**src/rtl/accumulating_adder.sv**
```systemverilog
// Board adding machine: debounced keys add/subtract SW into a registered accumulator,
// shown on active-low hex 7-segment digits with sticky overflow on the LEDs.

module key_debounce #(
    parameter int DEBOUNCE_CYCLES = 500000
) (
    input  logic clk,
    input  logic reset,
    input  logic i_key_n,
    output logic o_pulse
);

    localparam int CNT_W = (DEBOUNCE_CYCLES > 1) ? $clog2(DEBOUNCE_CYCLES + 1) : 1;

    typedef enum logic [1:0] {
        WAIT_PRESS,
        FIRE,
        WAIT_RELEASE
    } state_t;

    logic [1:0]       r_sync;
    state_t           r_state;
    state_t           w_state_next;
    logic [CNT_W-1:0] r_cnt;
    logic [CNT_W-1:0] w_cnt_next;
    logic             r_pulse;
    logic             w_level;
    logic             w_done;

    assign w_level = r_sync[1];
    // The qualifying cycle itself counts, so DEBOUNCE_CYCLES=0 or 1 acts on the first one.
    assign w_done  = (32'(r_cnt) + 32'd1) >= 32'(DEBOUNCE_CYCLES);
    assign o_pulse = r_pulse;

    always_ff @(posedge clk) begin
        if (reset) begin
            r_sync  <= 2'b11;
            r_state <= WAIT_PRESS;
            r_cnt   <= '0;
            r_pulse <= 1'b0;
        end else begin
            r_sync  <= {r_sync[0], i_key_n};
            r_state <= w_state_next;
            r_cnt   <= w_cnt_next;
            r_pulse <= (r_state == FIRE);
        end
    end

    always_comb begin
        w_state_next = r_state;
        w_cnt_next   = r_cnt;
        case (r_state)
            WAIT_PRESS: begin
                if (!w_level) begin
                    if (w_done) begin
                        w_state_next = FIRE;
                        w_cnt_next   = '0;
                    end else begin
                        w_cnt_next = r_cnt + CNT_W'(1);
                    end
                end else begin
                    w_cnt_next = '0;
                end
            end
            FIRE: begin
                w_state_next = WAIT_RELEASE;
                w_cnt_next   = '0;
            end
            WAIT_RELEASE: begin
                if (w_level) begin
                    if (w_done) begin
                        w_state_next = WAIT_PRESS;
                        w_cnt_next   = '0;
                    end else begin
                        w_cnt_next = r_cnt + CNT_W'(1);
                    end
                end else begin
                    w_cnt_next = '0;
                end
            end
            default: begin
                w_state_next = WAIT_PRESS;
                w_cnt_next   = '0;
            end
        endcase
    end

endmodule

module accumulating_adder #(
    parameter int WIDTH           = 8,
    parameter int ACC_WIDTH       = 12,
    parameter int DIGITS          = 3,
    parameter int DEBOUNCE_CYCLES = 500000,
    parameter int SATURATE        = 0,
    parameter int ZERO_SUPPRESS   = 1
) (
    input  logic                  CLOCK_50,
    input  logic                  reset,
    input  logic [WIDTH-1:0]      SW,
    input  logic                  SUB,
    input  logic                  KEY_ADD,
    input  logic                  KEY_CLR,
    output logic [7*DIGITS-1:0]   HEX,
    output logic [WIDTH+1:0]      LEDR
);

    logic                   w_add_pulse;
    logic                   w_clr_pulse;
    logic [ACC_WIDTH-1:0]   r_acc;
    logic                   r_ovf;
    logic [ACC_WIDTH-1:0]   w_sw_ext;
    logic [ACC_WIDTH:0]     w_sum;
    logic [ACC_WIDTH:0]     w_diff;
    logic [4*DIGITS-1:0]    w_acc_ext;
    logic [7*DIGITS-1:0]    w_hex;

    // Bit ACC_WIDTH of the result is the carry (add) or borrow (subtract).
    function automatic logic [ACC_WIDTH-1:0] f_resolve(input logic [ACC_WIDTH:0] result,
                                                       input logic is_sub);
        if ((SATURATE != 0) && result[ACC_WIDTH])
            return is_sub ? '0 : '1;
        else
            return result[ACC_WIDTH-1:0];
    endfunction

    function automatic logic [6:0] f_glyph(input logic [3:0] nib);
        case (nib)
            4'h0: return 7'b1000000;
            4'h1: return 7'b1111001;
            4'h2: return 7'b0100100;
            4'h3: return 7'b0110000;
            4'h4: return 7'b0011001;
            4'h5: return 7'b0010010;
            4'h6: return 7'b0000010;
            4'h7: return 7'b1111000;
            4'h8: return 7'b0000000;
            4'h9: return 7'b0010000;
            4'hA: return 7'b0001000;
            4'hB: return 7'b0000011;
            4'hC: return 7'b1000110;
            4'hD: return 7'b0100001;
            4'hE: return 7'b0000110;
            default: return 7'b0001110;
        endcase
    endfunction

    key_debounce #(.DEBOUNCE_CYCLES(DEBOUNCE_CYCLES)) u_key_add (
        .clk     (CLOCK_50),
        .reset   (reset),
        .i_key_n (KEY_ADD),
        .o_pulse (w_add_pulse)
    );

    key_debounce #(.DEBOUNCE_CYCLES(DEBOUNCE_CYCLES)) u_key_clr (
        .clk     (CLOCK_50),
        .reset   (reset),
        .i_key_n (KEY_CLR),
        .o_pulse (w_clr_pulse)
    );

    always_comb begin
        w_sw_ext = '0;
        w_sw_ext[WIDTH-1:0] = SW;
    end

    assign w_sum  = {1'b0, r_acc} + {1'b0, w_sw_ext};
    assign w_diff = {1'b0, r_acc} - {1'b0, w_sw_ext};

    always_ff @(posedge CLOCK_50) begin
        if (reset) begin
            r_acc <= '0;
            r_ovf <= 1'b0;
        end else if (w_clr_pulse) begin
            r_acc <= '0;
            r_ovf <= 1'b0;
        end else if (w_add_pulse) begin
            if (SUB) begin
                r_acc <= f_resolve(w_diff, 1'b1);
                r_ovf <= r_ovf | w_diff[ACC_WIDTH];
            end else begin
                r_acc <= f_resolve(w_sum, 1'b0);
                r_ovf <= r_ovf | w_sum[ACC_WIDTH];
            end
        end
    end

    always_comb begin
        w_acc_ext = '0;
        w_acc_ext[ACC_WIDTH-1:0] = r_acc;
    end

    // A higher digit is blanked only when it and every digit above it are zero.
    always_comb begin
        w_hex = '1;
        for (int i = 0; i < DIGITS; i++) begin
            w_hex[7*i +: 7] = f_glyph(w_acc_ext[4*i +: 4]);
            if ((ZERO_SUPPRESS != 0) && (i > 0) && ((w_acc_ext >> (4*i)) == '0))
                w_hex[7*i +: 7] = 7'h7F;
        end
    end

    assign HEX  = w_hex;
    assign LEDR = {SUB, r_ovf, SW};

endmodule

```
**config.mk**
```make
export PLATFORM = sky130hd
export DESIGN_NAME = accumulating_adder
export DESIGN_NICKNAME = d
export VERILOG_FILES = /design/src/rtl/accumulating_adder.sv
export SDC_FILE = /design/constraint.sdc
export NUM_CORES = 1
export LEC_CHECK = 0
export BUFFER_PORTS_ARGS = -buffer_cell sky130_fd_sc_hd__buf_2
export CORE_MARGIN = 1.5
export CORE_UTILIZATION = 50
export CTS_CLUSTER_DIAMETER = 40
export DETAILED_ROUTE_END_ITERATION = 16
export PLACE_DENSITY = 0.7
export SYNTH_ARGS = -nofsm -noshare
export SYNTH_HDL_FRONTEND = slang
export SYNTH_SLANG_ARGS = --single-unit
```
**constraint.sdc**
```tcl
create_clock -name CLOCK_50 -period 3.38 [get_ports CLOCK_50]
set_clock_uncertainty 0.1 [all_clocks]
set_input_delay 0.676 -clock CLOCK_50 [delete_from_list [all_inputs] [get_ports CLOCK_50]]
set_output_delay 0.676 -clock CLOCK_50 [all_outputs]
set_load 0.01 [all_outputs]
```
==> impl_metrics.tcl <==
set metrics [dict create \
    crit_type "input port to flip-flop" \
    synth.net_count 661 \
    dr.first_iter.drc_count 182 \
    p_per_area_mw_per_mm2 304.3 \
    ctsHoldBuffers 0 \
    grt_max_degree 20 \
    dp.cells 788 \
    layout_commonest_cell "dfxtp_1" \
    register_area_mm2 0.001642 \
    antenna_found_initial 0 \
    seq_area_frac_synth 0.3105 \
    areaGrowthSynthToFinish_pct 12.33 \
    critPathRequiredTime_ns 3.52 \
    r2r_setup_slack_ns 0.29 \
    clock-root-buffer "clkbuf_8" \
    highest_layer "met4" \
    arrival_ns 3.30 \
    ys.flop_type "dfxtp_1" \
    instances_no_fill 804 \
    fin_crit_ns 3.152 \
    finalHoldViolCount 0 \
    maxSlewViolCount 0 \
    cts_buffer_depth 2 \
    met3_length_um 400 \
    synthArstFlopShare 0 \
    p_leak_nw 2.424 \
    post-place-ws_ns -0.09488 \
    synth_mux_area_frac 0.04355 \
    postSynthCellCount 610 \
    die_width_um 105.8 \
    cts_buffers 9 \
    fillerInstances 925 \
    routed_wl_um 11350 \
    first_global_vias 4386 \
    synth.cell_area_mm2 0.005286 \
    num_io_pins 44 \
    die_h_um 105.8 \
    grt.total_usage 0.2120 \
    whs_path_depth 1 \
    postCtsSetupBuffers 0 \
    max-cap-violations 0 \
    drive_gt1_frac 0.1946 \
    hold_path_end "u_key_clr.r_sync[1]" \
    yosysUniqueCellTypes 82 \
    vias_per_cell 5.653 \
    worstMarginPinSlew_ns 0.6843 \
    cts_tree "yes" \
    gp_congestion 0.9383 \
    fmaxAchievable_mhz 317.2 \
    vdd_drop_max_mv 0.2122 \
    dp_hpwl_um 8468 \
    yosys_warnings 0 \
    h-tree-depth 3 \
    synth_xor_area_frac 0.07456 \
    worst-r2r-cell-count 13 \
    status "completed" \
    num_antenna_cells 0 \
    syn_area_per_cell_um2 8.666 \
    dr.pass1.iters 4 \
    yosys_register_bits 82 \
    cts_num_sinks 82 \
    post_cts_resized 0 \
    cp_max_fo 5 \
    insertion_delay_ns 0.36 \
    avgRoutedWirePerCell_um 14.12 \
    drt-met1-wl_um 5075 \
    overflow 0 \
    drcViolationCount 0 \
    wl_met2_um 5553 \
    grt_setup_unrepaired "no" \
    synth_top_family_by_area "simple AND/OR/NAND/NOR gates" \
    port-buffer-count 43 \
    hold_path_class "flip-flop to flip-flop" \
    hold_path.startpoint "u_key_clr.r_sync[0]" \
    grt_pass1_wl_um 19430 \
    reg2reg_from "r_acc[0]" \
    setup_viol 0 \
    core_area_mm2 0.01028 \
    synthSimpleGateAreaFrac 0.2547 \
    synth_compound_area_frac 0.1510 \
    fin_crit_sh 0.9326 \
    slew_headroom 0.5425 \
    initial_core_util 0.5144 \
    final_cell_mix "dfxtp_1, buf_2, buf_4" \
    clkTransAtPathRegs_ns 0.08 \
    layout_setup_ws_ns 0.2278 \
    cp-start-kind "input port" \
    synth-edff-count 0 \
    fp-row-count 37 \
    p_total_w 0.001807 \
    ant_nets 0 \
    nets 714 \
    synthAdderAreaFrac 0.09278 \
    cp-end-kind "flip-flop" \
    dieArea_mm2 0.01120 \
    multi_input_area_mm2 0.003259 \
    vias 4545 \
]
how the worst max path moves through the flow:
stage	start	endpoint	slack (ns)	cells after the start
after floorplan	SW[5]	flip-flop	0.11	10
after detailed placement	SW[0]	flip-flop	-0.09	14
final	SW[0]	flip-flop	0.23	13
after global placement	SW[0]	flip-flop	-0.01	13
after global routing	SW[0]	flip-flop	0.09	14
after CTS	SW[0]	flip-flop	0.27	14
synth_stat cells (11+ instances only):
cell type   n  area [um2]
nor4_1     21       131.4
dfxtp_1    82        1642
inv_1      30       112.6
or2_2      12       75.07
nand2_1    30       112.6
and2_1     11       68.82
and3_1     12       75.07
mux2i_1    16       160.2
nand2b_1   13       81.33
xor2_1     24       210.2
nand3_1    22       110.1
a21oi_1    20       100.1
buf_2      11       55.05
clkbuf_1   15       56.30
or3_1      11       68.82
ha_1       36       450.4
nor2_1     33       123.9
nor3_1     27       135.1
xnor2_1    21       183.9
logic make-up (layout without fill, tap and decap cells):
kind of cell,Yosys count,in the layout
buf+inv,78,136
mux,21,21
fa+ha+maj,38,38
simple gates,240,240
compound gates,106,106
xor+xnor,45,45
flops,82,82
power by group:
part	switching [W]	internal, W
Combinational	0.0000661	0.0000477
Sequential	0.00000679	0.000972
Clock	0.000352	0.000362
per-stage QoR:
step	instance area (um2)	hold slack (ns)	TNS [ns]	utilization
6_report	5938	0.3193	0	0.5778
3_3_place_gp	5742	0.2992	-0.02265	0.5587
2_1_floorplan	5286	0.2895	0	-
3_5_place_dp	5742	0.3034	-0.4593	0.5587
5_1_grt	5938	0.3400	0	0.5778
4_1_cts	5938	0.3221	0	0.5778
critical path, stage by stage:
cell and delay (ns):
buf_2 0.11, ha_1 0.23, fa_1 0.39, nand2b_1 0.18, a21oi_1 0.16, buf_4 0.15, o21bai_4 0.08, o21ai_1 0.16
xor2_1 0.22, nand2b_1 0.27, inv_2 0.08, ha_1 0.25, a221o_1 0.33
layout make-up:
| type | instances | share of cell area |
|---|---|---|
| Clock inverter | 4 | 0.008639 |
| Clock buffer | 12 | 0.02444 |
| Tap cell | 136 | 0.02866 |
| Multi-Input combinational cell | 450 | 0.5489 |
| Inverter | 37 | 0.02613 |
| Timing Repair Buffer | 83 | 0.08681 |
| Sequential cell | 82 | 0.2764 |
layer usage:
metal | vias to the layer above | track usage
li1 | 2280 | -
met1 | 2135 | 0.2559
met2 | 98 | 0.3558
met3 | 32 | 0.04082
met4 | 0 | 0.1129
met5 | - | 0
Power figures use the tool's default switching activity.
